## src/rtl/riscv_pkg.sv

```systemverilog
// Shared constants and types for the RISC-V fetch front end.
package riscv_pkg;

  localparam int unsigned XLEN = 32;
  localparam logic [XLEN-1:0] RESET_PC = 32'h0000_0000;
  // addi x0, x0, 0
  localparam logic [XLEN-1:0] INSTR_NOP = 32'h0000_0013;

  typedef enum logic [1:0] {
    FETCH = 2'd0,
    WAIT  = 2'd1,
    VALID = 2'd2
  } fetch_state_t;

endpackage

```

## src/rtl/pc_fetch_unit_if.sv

```systemverilog
// Instruction-memory request/response bus plus the fetch-to-decode handshake.
// master = fetch unit, slave = memory / decode side.
interface pc_fetch_unit_if #(
  parameter int unsigned XLEN = riscv_pkg::XLEN
);

  logic            imem_req;
  logic [XLEN-1:0] imem_addr;
  logic            imem_gnt;
  logic            imem_rvalid;
  logic [XLEN-1:0] imem_rdata;

  logic            if_valid;
  logic            id_ready;
  logic [XLEN-1:0] if_instr;
  logic [XLEN-1:0] if_pc;
  logic [XLEN-1:0] if_pc_plus4;

  modport master (
    output imem_req, imem_addr,
    input  imem_gnt, imem_rvalid, imem_rdata,
    output if_valid, if_instr, if_pc, if_pc_plus4,
    input  id_ready
  );

  modport slave (
    input  imem_req, imem_addr,
    output imem_gnt, imem_rvalid, imem_rdata,
    input  if_valid, if_instr, if_pc, if_pc_plus4,
    output id_ready
  );

endinterface

```

## src/rtl/pc_next_sel.sv

```systemverilog
// Next-PC candidate generation: sequential PC+4 versus the aligned
// branch/jump target, selected by the execute-stage redirect.
module pc_next_sel #(
  parameter int unsigned XLEN = riscv_pkg::XLEN
) (
  input  logic [XLEN-1:0] pc,
  input  logic            branch,
  input  logic            zero,
  input  logic            jump,
  input  logic [XLEN-1:0] br_target,
  output logic [XLEN-1:0] pc_plus4,
  output logic            redirect,
  output logic [XLEN-1:0] next_pc
);

  // Candidate select; the target's low two bits are discarded.
  always_comb begin
    pc_plus4 = pc + XLEN'(4);
    redirect = jump | (branch & zero);
    next_pc  = redirect ? {br_target[XLEN-1:2], 2'b00} : pc_plus4;
  end

endmodule

```

## src/rtl/pc_fetch_unit.sv

```systemverilog
// Program counter and instruction fetch front end. Issues one memory
// request at a time, presents each returned word to decode, and discards
// responses that were overtaken by a redirect.
module pc_fetch_unit #(
  parameter int unsigned     XLEN     = riscv_pkg::XLEN,
  parameter logic [XLEN-1:0] RESET_PC = riscv_pkg::RESET_PC
) (
  input  logic                clk,
  input  logic                rst_n,
  input  logic                branch,
  input  logic                zero,
  input  logic                jump,
  input  logic [XLEN-1:0]     br_target,
  pc_fetch_unit_if.master     bus
);

  import riscv_pkg::*;

  fetch_state_t    state_q, state_d;
  logic [XLEN-1:0] pc_q, pc_d;
  logic [XLEN-1:0] fetch_addr_q, fetch_addr_d;
  logic            kill_q, kill_d;
  logic [XLEN-1:0] instr_q, instr_d;
  logic [XLEN-1:0] if_pc_q, if_pc_d;
  logic [XLEN-1:0] if_pc_plus4_q, if_pc_plus4_d;

  logic [XLEN-1:0] pc_plus4;
  logic [XLEN-1:0] next_pc;
  logic            redirect;

  // fetch_addr is the base: in VALID it equals if_pc, so pc_plus4 is if_pc + 4.
  pc_next_sel #(
    .XLEN (XLEN)
  ) u_pc_next_sel (
    .pc        (fetch_addr_q),
    .branch    (branch),
    .zero      (zero),
    .jump      (jump),
    .br_target (br_target),
    .pc_plus4  (pc_plus4),
    .redirect  (redirect),
    .next_pc   (next_pc)
  );

  // Fetch sequencing, kill tracking and decode-register capture.
  always_comb begin
    state_d       = state_q;
    pc_d          = pc_q;
    fetch_addr_d  = fetch_addr_q;
    kill_d        = kill_q;
    instr_d       = instr_q;
    if_pc_d       = if_pc_q;
    if_pc_plus4_d = if_pc_plus4_q;

    if (redirect) begin
      pc_d = next_pc;
    end

    unique case (state_q)
      FETCH: begin
        // Address stays put until granted; the stale response is dropped later.
        if (redirect) begin
          kill_d = 1'b1;
        end
        if (bus.imem_gnt) begin
          state_d = WAIT;
        end
      end
      WAIT: begin
        if (bus.imem_rvalid) begin
          if (kill_q || redirect) begin
            kill_d       = 1'b0;
            fetch_addr_d = redirect ? next_pc : pc_q;
            state_d      = FETCH;
          end else begin
            instr_d       = bus.imem_rdata;
            if_pc_d       = fetch_addr_q;
            if_pc_plus4_d = pc_plus4;
            state_d       = VALID;
          end
        end else if (redirect) begin
          kill_d = 1'b1;
        end
      end
      VALID: begin
        // Redirect wins over id_ready; next_pc already encodes that priority.
        if (redirect || bus.id_ready) begin
          pc_d         = next_pc;
          fetch_addr_d = next_pc;
          state_d      = FETCH;
        end
      end
      default: begin
        state_d = FETCH;
      end
    endcase
  end

  // State registers with asynchronous reset.
  always_ff @(posedge clk or negedge rst_n) begin
    if (!rst_n) begin
      state_q       <= FETCH;
      pc_q          <= RESET_PC;
      fetch_addr_q  <= RESET_PC;
      kill_q        <= 1'b0;
      instr_q       <= XLEN'(INSTR_NOP);
      if_pc_q       <= RESET_PC;
      if_pc_plus4_q <= RESET_PC + XLEN'(4);
    end else begin
      state_q       <= state_d;
      pc_q          <= pc_d;
      fetch_addr_q  <= fetch_addr_d;
      kill_q        <= kill_d;
      instr_q       <= instr_d;
      if_pc_q       <= if_pc_d;
      if_pc_plus4_q <= if_pc_plus4_d;
    end
  end

  // Request is masked while reset is held so the bus is quiet during reset.
  always_comb begin
    bus.imem_req    = rst_n && (state_q == FETCH);
    bus.imem_addr   = fetch_addr_q;
    bus.if_valid    = (state_q == VALID);
    bus.if_instr    = instr_q;
    bus.if_pc       = if_pc_q;
    bus.if_pc_plus4 = if_pc_plus4_q;
  end

endmodule

```

## src/flat_wrapper.sv

```systemverilog
// flat-port wrapper written by rule: the top's interface ports become plain ports
module pc_fetch_unit_flat import riscv_pkg::*;
#(
  parameter int unsigned     XLEN     = riscv_pkg::XLEN,
  parameter logic [XLEN-1:0] RESET_PC = riscv_pkg::RESET_PC
)
  (clk, rst_n, branch, zero, jump, br_target, bus_imem_req, bus_imem_addr, bus_imem_gnt, bus_imem_rvalid, bus_imem_rdata, bus_if_valid, bus_if_instr, bus_if_pc, bus_if_pc_plus4, bus_id_ready);
  pc_fetch_unit_if #(.XLEN(XLEN)) bus_i ();
  input  logic clk;
  input  logic rst_n;
  input  logic branch;
  input  logic zero;
  input  logic jump;
  input  logic [XLEN-1:0] br_target;
  output wire logic [$bits(bus_i.imem_req)-1:0] bus_imem_req;
  output wire logic [$bits(bus_i.imem_addr)-1:0] bus_imem_addr;
  input wire logic [$bits(bus_i.imem_gnt)-1:0] bus_imem_gnt;
  input wire logic [$bits(bus_i.imem_rvalid)-1:0] bus_imem_rvalid;
  input wire logic [$bits(bus_i.imem_rdata)-1:0] bus_imem_rdata;
  output wire logic [$bits(bus_i.if_valid)-1:0] bus_if_valid;
  output wire logic [$bits(bus_i.if_instr)-1:0] bus_if_instr;
  output wire logic [$bits(bus_i.if_pc)-1:0] bus_if_pc;
  output wire logic [$bits(bus_i.if_pc_plus4)-1:0] bus_if_pc_plus4;
  input wire logic [$bits(bus_i.id_ready)-1:0] bus_id_ready;
  assign bus_imem_req = bus_i.imem_req;
  assign bus_imem_addr = bus_i.imem_addr;
  assign bus_i.imem_gnt = bus_imem_gnt;
  assign bus_i.imem_rvalid = bus_imem_rvalid;
  assign bus_i.imem_rdata = bus_imem_rdata;
  assign bus_if_valid = bus_i.if_valid;
  assign bus_if_instr = bus_i.if_instr;
  assign bus_if_pc = bus_i.if_pc;
  assign bus_if_pc_plus4 = bus_i.if_pc_plus4;
  assign bus_i.id_ready = bus_id_ready;
  pc_fetch_unit #(.XLEN(XLEN), .RESET_PC(RESET_PC)) u_core (.clk(clk), .rst_n(rst_n), .branch(branch), .zero(zero), .jump(jump), .br_target(br_target), .bus(bus_i));
endmodule
```

## config.mk

```make
export PLATFORM = sky130hd
export DESIGN_NAME = pc_fetch_unit_flat
export DESIGN_NICKNAME = d
export VERILOG_FILES = /design/src/rtl/riscv_pkg.sv /design/src/rtl/pc_fetch_unit_if.sv /design/src/rtl/pc_next_sel.sv /design/src/rtl/pc_fetch_unit.sv /design/src/flat_wrapper.sv
export SDC_FILE = /design/constraint.sdc
export NUM_CORES = 1
export LEC_CHECK = 0
export CORE_ASPECT_RATIO = 0.6
export CORE_MARGIN = 4
export CORE_UTILIZATION = 35
export DETAILED_ROUTE_END_ITERATION = 7
export GPL_TIMING_DRIVEN = 0
export MAX_ROUTING_LAYER = met4
export PLACE_DENSITY_LB_ADDON = 0.15
export SKIP_LAST_GASP = 1
export SLEW_MARGIN = 5
export SYNTH_ARGS = -nofsm -noshare
export SYNTH_HDL_FRONTEND = slang
export SYNTH_SLANG_ARGS = --single-unit
```

## constraint.sdc

```tcl
create_clock -name clk -period 2 [get_ports clk]
set_input_delay 0.5 -clock clk [delete_from_list [all_inputs] [get_ports clk]]
set_output_delay 0.5 -clock clk [all_outputs]
set_load 0.005 [all_outputs]
```

# After elaboration in Yosys (flattened, before gate mapping)
# Index checks and enable logic that the tools add are counted.
# W data, S select, Z words.
# classes
addsub	1
eq_ne	7
muxes	17
bitwise_logic	3
reduce_logical	10
# op_table
operator	n
$mux W32	7
$pmux W32 S2	1
$add A32 B3 Y32 const B	1
$mux W2	4
$pmux W2 S3	1
$reduce_and A3 Y1	2
$ne A2 B1 Y1 const B	2
$ne A2 B2 Y1 const B	2
$reduce_and A4 Y1	1
$reduce_bool A2 Y1	2
$mux W1	3
$ne A3 B2 Y1 const B	1
$eq A2 B1 Y1 const B	1
$eq A2 B2 Y1 const B	1
$logic_not A2 Y1	1
$logic_or A1 B1 Y1	2
$pmux W1 S2	1
$reduce_and A2 Y1	1
$and A1 B1 Y1	1
$logic_and A1 B1 Y1	1
$not A1 Y1	1
$or A1 B1 Y1	1
# word_totals
regBits	163
in_bits	72
out_inout_bits	130
wordCells	45

# Longest topological paths before layout
# Gate-level depths: netlist of run 1.
# depth
depth_word	7
mapped_depth	8
depth_no_buf	6

# Cells and area by module
# From an unflattened synthesis of run 1, not the netlist that was laid out.
# unflattened
hier_cells	574
area_unflattened_um2	7795.0
# modules_own_cells
mod	n_inst	cells_each	area_per_inst_um2	seq_area_each_um2
pc_fetch_unit	1	391	6727.7	4083.9
pc_next_sel	1	183	1067.3	0.0

# Worst setup path before layout of run 1
# No wires, ideal clock.
# synth_timing
kind	register to register
startpoint	reg u_core.fetch_addr_q[2] (netlist: u_core.bus.imem_addr[2])
endpoint	reg u_core.pc_q[24]
setup_ns	0.074
t_arrival_ns	1.895
required_ns	1.926
path_slack_ns	0.031
stages_incl_launch_ff	8
n_path_buf	1
period_less_slack_ns	1.969
cell_sequence	dfrtp_1 -> ha_1 -> and3_1 -> buf_6 -> nand2_4 -> or4_4 -> a31o_1 -> o21ai_2
# synth_between
elab_chain_len	5
# synth_rtl
item	line	rtl
start: declaration	pc_fetch_unit.sv:21	logic [XLEN-1:0] fetch_addr_q, fetch_addr_d;
start signal: assignment	pc_fetch_unit.sv:112	fetch_addr_q <= fetch_addr_d;
$add A32 B3 Y32 *	pc_next_sel.sv:18	pc_plus4 = pc + XLEN'(4);
$mux W32 *	pc_next_sel.sv:20	next_pc = redirect ? {br_target[XLEN-1:2], 2'b00} : pc_plus4;
$mux W32	pc_fetch_unit.sv:55	if (redirect) begin
$mux W32	pc_fetch_unit.sv:87	if (redirect || bus.id_ready) begin
$mux W32 *	pc_fetch_unit.sv:59	unique case (state_q)
via u_core.pc_d[24]	pc_fetch_unit.sv:20	logic [XLEN-1:0] pc_q, pc_d;
end signal: assignment	pc_fetch_unit.sv:111	pc_q <= pc_d;
end: declaration	pc_fetch_unit.sv:20	
# The timed path passes the listed nets; every way through them passes the cells marked *.
# A chain may end at the register's enable or synchronous reset.

# Final worst setup path of run 1
# layout_timing
startpoint	in zero
endpoint	reg u_core.fetch_addr_q[27] (netlist: u_core.bus.imem_addr[27])
# layout_between
elab_chain_len	7
word_cells_on_any_way	13
cone_classes	eq/ne: 2; mux: 6; bitwise: 2; reduce/logical: 3
# layout_rtl
item	line	rtl
start: declaration	flat_wrapper.sv:12	input logic zero;
$and A1 B1 Y1 *	pc_next_sel.sv:19	redirect = jump | (branch & zero);
$or A1 B1 Y1 *	pc_next_sel.sv:19	
$mux W32	pc_next_sel.sv:20	
$mux W32	pc_fetch_unit.sv:73	fetch_addr_d = redirect ? next_pc : pc_q;
$mux W32	pc_fetch_unit.sv:71	if (kill_q || redirect) begin
$mux W32	pc_fetch_unit.sv:70	if (bus.imem_rvalid) begin
$pmux W32 S2	pc_fetch_unit.sv:59	
# Mark *: on every way between the ends. The rest lies on a longest branch, timed or not. The select of a mux whose other input is x is not followed.

==> impl_metrics.tcl, run 1 <==
set metrics [dict create \
    yosys_warnings 0 \
    dp_hpwl_mm 19.8 \
    ys_seq_elements 161 \
    rsz0062_at_grt "true" \
    tightest_slew_ns 0.708 \
    path_cells "dlygate4sd2_1 -> a21oi_4 -> buf_1 -> nor2_1 -> o41ai_1" \
    path_buf_inv 2 \
    synthSimpleGateAreaFrac_pct 14.3 \
    drtPass1Iterations 7 \
    synth_top_family_by_area "compound AO/OA/AOI/OAI gates" \
    vias 7093 \
    syn_inst 728 \
    cts_num_sinks 161 \
    critical_path.startpoint "zero" \
    seq_area_frac_synth_pct 53.0 \
    powerDensity_nw_per_um2 1160 \
    r2r-end "u_core.bus.imem_addr[26]" \
    area_growth_pct 48.7 \
    synth_nets 801 \
    rr_startpoint "u_core.bus.imem_addr[9]" \
    portBuffers 198 \
    initial_core_util_pct 35.9 \
    syn-cell-area_um2 7610 \
    synth.distinct_cells 67 \
    num_rows 41 \
    muxShareOfSynthArea_pct 10.5 \
    period_minus_slack_ns 1.98 \
    drv_slew 0 \
    synth.avg_cell_area_um2 10.4 \
    core_um2 21200 \
    postRouteAntennaNets 0 \
    synth-compound-area-share_pct 15.3 \
    ys_top_cells_by_area "dfrtp_1, mux2_2, o21ai_0" \
    critPathKind "input pin to flip-flop" \
    max_freq_mhz 504 \
    finalPower_mw 13.1 \
    cp_max_fo 10 \
    antenna_cells 0 \
    post_drt_wl_per_cell_um 22.5 \
    cp-end-kind "flip-flop" \
    drc 0 \
    clock_latency_ns 0.44 \
    crit_path_end "u_core.bus.imem_addr[27]" \
    reg2reg_depth 7 \
    dp.cells 1206 \
    hold_viol_final 0 \
    whs_ns 0.0140 \
    max_slew_margin_pct 52.8 \
    setup_viol 0 \
    finalCritPeriodShare_pct 99.1 \
    max-vdd-ir-drop_v 0.000659 \
    synthFlopType "dfrtp_1" \
    crit_family "buffers and inverters" \
    fp.dieArea_um2 24200 \
    r2r_slack_ns 0.05 \
    netlist.area_leader.share_pct 51.6 \
    instances_no_fill 1274 \
    nets 1055 \
    crit_required_ns 2.32 \
    cts_tree "built" \
    power_leakage_nw 4.82 \
    synth_top_cell_by_area "dfrtp_1" \
    grt_pass1_wl_mm 42.1 \
    cp_slowest_cell "buf_1" \
    numCtsBuffers 17 \
    antenna_found_initial 0 \
    cp.depth 5 \
    synth_xor_area_share_pct 2.42 \
    routed_via_density 5.57 \
    critPathMaxStageDelay_ns 0.58 \
    place.gp.congestion 0.919 \
    layout-drive-gt1-share_pct 24.7 \
    arrival_ns 2.30 \
    hold_path_class "input pin to async pin" \
    ioPinCount 202 \
    drtIter0Drc 816 \
    grt_usage_pct 24.0 \
    max_cap_viol_count 0 \
    root_buffer "clkbuf_16" \
    grt_pass1_vias 6727 \
    gr-total-overflow 0 \
    grt_max_degree 56 \
    fp.dieH_um 122 \
    async_reset_ff_share_pct 100 \
    synth_edf_count 0 \
    drt-total-wl_mm 28.6 \
    crit_path_start_kind "input pin" \
    status "complete, no violations" \
    dieWidth_um 198 \
    clk_path_buf_depth 2 \
    finClkSkew_ns 0.00855 \
    synthAdderAreaFrac_pct 0.164 \
    h-tree-depth 4 \
    cts.clk_slew.worst_paths_ns 0.06 \
]
## registers in the layout, indices dropped and copies added (netlist names)
name and count:
u_core.bus.imem_addr 32, u_core.state_q 2, u_core.bus.if_instr 32, u_core.bus.if_pc 30, u_core.pc_q 32, u_core.bus.if_pc_plus4 32, u_core.kill_q 1
## final cells by class
type / instances / area, um2
fill: 1867 / 9880
inverter: 18 / 70.1
multi-input combinational: 493 / 3400
timing repair buffer: 236 / 2470
sequential: 161 / 4060
tap: 279 / 349
clock inverter: 11 / 108
clock buffer: 21 / 470
buffer: 55 / 384
## metrics by stage
step | instance area [um2] | worst slack (ns) | util (%) | TNS (ns)
finish | 11300 | 0.0177 | 53.4 | 0
global placement | 9940 | -6.57 | 46.9 | -1167.63
floorplan | 7610 | 0.0306 | - | 0
global route | 11300 | -0.0273 | 53.4 | -0.125
detailed placement | 9970 | -1.18 | 47.1 | -115.46
CTS | 11000 | -0.116 | 52.0 | -0.151
## how the worst min path moves through the flow
stage	to	slack, ns	cells after the start
2_1_floorplan	u_core.bus.if_instr[10]	0.20	0
3_3_place_gp	u_core.bus.if_pc[17]	0.46	2
3_5_place_dp	u_core.bus.if_pc_plus4[1]	0.45	1
4_1_cts	u_core.pc_q[23]	0.008	1
5_1_grt	u_core.pc_q[23]	0.003	1
6_report	u_core.bus.if_pc_plus4[7]	0.01	2
## power breakdown
part | leakage, nW | switching (mW) | internal, mW
Combinational | 2.57 | 1.84 | 2.90
Clock | 0.279 | 1.43 | 1.82
Sequential | 1.97 | 0.795 | 4.37
## per-layer routing
layer / vias up / part of all wire [%] / GRT usage, %
li1: 3150 / - / -
met1: 3521 / 48 / 36.8
met2: 387 / 40 / 30.3
met3: 35 / 11 / 7.71
met4: 0 / 1.2 / 5.55
met5: - / 0 / -
## what timing repair did
action,CTS,global route
endpoints found under the hold margin,25,0
resized for setup,92,50
setup buffers,14,17
hold buffers,1,0
setup endpoints to repair,169,71
pin swaps,5,9
gates cloned,4,1
## synth_stat cells (14+ instances only)
library cell / n
inv_1: 17
clkbuf_1: 30
a21oi_1: 26
nor3_1: 14
o21ai_0: 69
nand3_1: 27
nand4_1: 14
mux2_2: 65
dfrtp_1: 157
nor2_1: 37
buf_2: 17
nand2_1: 81
## cell families (layout without fill, tap and decap cells)
logic type | Yosys count | count (layout)
AOI/OAI and AO/OA | 182 | 182
and+or+nand+nor | 217 | 217
muxes | 72 | 72
buffers and inverters | 74 | 341
DFF | 161 | 161
xor gates and xnor gates | 21 | 21
adders and majority gates | 1 | 1
## cell usage in the layout (no fill, tap or decap), drive strengths merged, types with 7 or more instances in the layout
master,netlist,routed
o31a,8,8
xnor2,10,10
clkdlybuf4s50,0,187
nand4,16,16
o21ai,71,71
nand2,82,82
nand3,28,28
nor3,14,14
xor2,11,11
a22o,11,11
a21oi,26,26
nor2,38,38
buf,26,64
a22oi,11,11
inv,18,18
mux2,65,65
dfrtp,157,157
a31oi,10,10
clkbuf,30,48
clkinv,0,8
o22ai,9,9
mux2i,7,7
No activity file was read; power rests on OpenSTA's default activity.
==> inputs of run 2 (changes only) <==
Settings changed: CORE_MARGIN 4 to unset, RECOVER_POWER set to 50.
==> impl_metrics.tcl, run 2 (synthesis results as in run 1) <==
set metrics [dict create \
    status "complete, but fails checks" \
    failed_checks "capacitance limit, slew limit, setup timing" \
    dieWidth_um 192 \
    layout_commonest_cell "clkdlybuf4s50_1" \
    path_cells "buf_6 -> nand4_4 -> or2_0 -> clkbuf_4 -> or3_4 -> o31a_1 -> o22ai_1" \
    finClkSkew_ns 0.00986 \
    fp.dieH_um 116 \
    vias 6987 \
    portBuffers 198 \
    num_rows 41 \
    rsz0062_at_grt "true" \
    setup_viol 1 \
    core_um2 21100 \
    routed_via_density 5.47 \
    area_growth_pct 48.1 \
    root_buffer "clkbuf_16" \
    arrival_ns 2.38 \
    period_minus_slack_ns 2.01 \
    place.gp.congestion 0.896 \
    max_slew_margin_pct -4.17 \
    cp_slowest_cell "dfrtp_2" \
    nets 1058 \
    fp.dieArea_um2 22300 \
    gr-total-overflow 0 \
    h-tree-depth 4 \
    max_freq_mhz 497 \
    finalCritPeriodShare_pct 101 \
    grt_pass1_vias 6556 \
    fin_util_pct 53.3 \
    numCtsBuffers 17 \
    drv_slew 65 \
    place_ws_ns -1.08 \
    drtIter0Drc 665 \
    layout-drive-gt1-share_pct 25.6 \
    power_leakage_nw 4.85 \
    cp-end-kind "flip-flop" \
    drtPass1Iterations 5 \
    post_drt_wl_per_cell_um 21.9 \
    initial_core_util_pct 36.0 \
    cts_tree "built" \
    cp.depth 7 \
    cts_num_sinks 161 \
    hold_viol_final 0 \
    tightest_slew_ns 1.56 \
    max_cap_viol_count 1 \
    critPathMaxStageDelay_ns 0.42 \
    max-vdd-ir-drop_v 0.000552 \
    postRouteAntennaNets 0 \
    cp_max_fo 6 \
    crit_path_start_kind "flip-flop" \
    ioPinCount 202 \
    instances_no_fill 1277 \
    critPathKind "flip-flop to flip-flop" \
    dp.cells 1206 \
    timing.final.ws_setup_ns -0.0127 \
    dp_hpwl_mm 19.2 \
    cts.clk_slew.worst_paths_ns 0.07 \
    grt_pass1_wl_mm 41.3 \
    final_cell_mix "clkdlybuf4s50_1, dfrtp_1, nand2_1" \
    whs_ns 0.00536 \
    antenna_found_initial 1 \
    powerDensity_nw_per_um2 1180 \
    grt_usage_pct 26.3 \
    crit_required_ns 2.37 \
    path_buf_inv 2 \
    crit_family "simple AND/OR/NAND/NOR gates" \
    clock_latency_ns 0.45 \
    drt-total-wl_mm 27.9 \
    antenna_cells 0 \
    grt_max_degree 65 \
    clk_path_buf_depth 2 \
    reg2reg_depth 7 \
    drc 0 \
    hold_path_class "input pin to async pin" \
]
run 2: cell count changes in the layout (fill, tap and decap cells not counted), moves of 3 or more:
cell,before,now
bufbuf_16,4,0
clkdlybuf4s50_1,187,184
dfrtp_2,19,16
clkinv_4,6,3
dlymetal6s2s_1,4,9
clkbuf_2,11,16
inv_6,0,9
buf_4,35,42
dfrtp_1,138,141
run 2: worst paths after layout:
check,start,endpoint,slack (ns)
min in group clk,bus_imem_rvalid,u_core.state_q[0],0.46
worst max-delay path,u_core.bus.imem_addr[2],u_core.bus.imem_addr[21],-0.01
worst max register to register,u_core.bus.imem_addr[2],u_core.bus.imem_addr[21],-0.01
max in group asynchronous,rst_n,u_core.bus.imem_addr[31],0.37
worst min-delay path,rst_n,u_core.bus.if_pc_plus4[2],0.005
worst min register to register,u_core.bus.if_pc_plus4[2],u_core.bus.if_pc_plus4[2],0.48
run 2: through the flow:
| stage | power [mW] | setup TNS [ns] | area [um2] |
|---|---|---|---|
| floorplan | 6.64 | 0 | 7610 |
| global placement | 9.52 | -1177.48 | 9940 |
| detailed placement | 9.55 | -112.09 | 9970 |
| CTS | 13.2 | -4.05 | 10900 |
| global route | 14.0 | -1.18 | 11300 |
| finish | 13.3 | -0.0127 | 11300 |
run 2: where the power goes:
| group | switching (mW) | internal [mW] |
|---|---|---|
| registers | 0.798 | 4.37 |
| clock network | 1.54 | 1.92 |
| logic | 1.82 | 2.86 |
run 2: routing by layer:
metal | wire (um) | part of all wire, % | global-route usage (%)
met2 | 11200 | 40 | 33.0
met1 | 14000 | 50 | 41.5
met3 | 2560 | 9.2 | 5.95
met5 | 0 | 0 | -
met4 | 210 | 0.75 | 5.83
run 2: timing repair:
action / CTS / global route
hold endpoints to repair: 47 / 0
resized for setup: 72 / 90
pin swaps: 4 / 17
gates cloned: 1 / 1
hold buffers: 1 / 0
setup buffers: 11 / 26
endpoints found under the setup margin: 154 / 124
run 2: area by class of cell:
class	instances	area, um2
repair buffers	239	2340
fillers	1937	9870
clock inverters	14	165
multi-input cells	493	3480
flip-flops and latches	161	4050
clock buffers	18	439
well taps	279	349
plain buffers	55	375
inverters	18	70.1
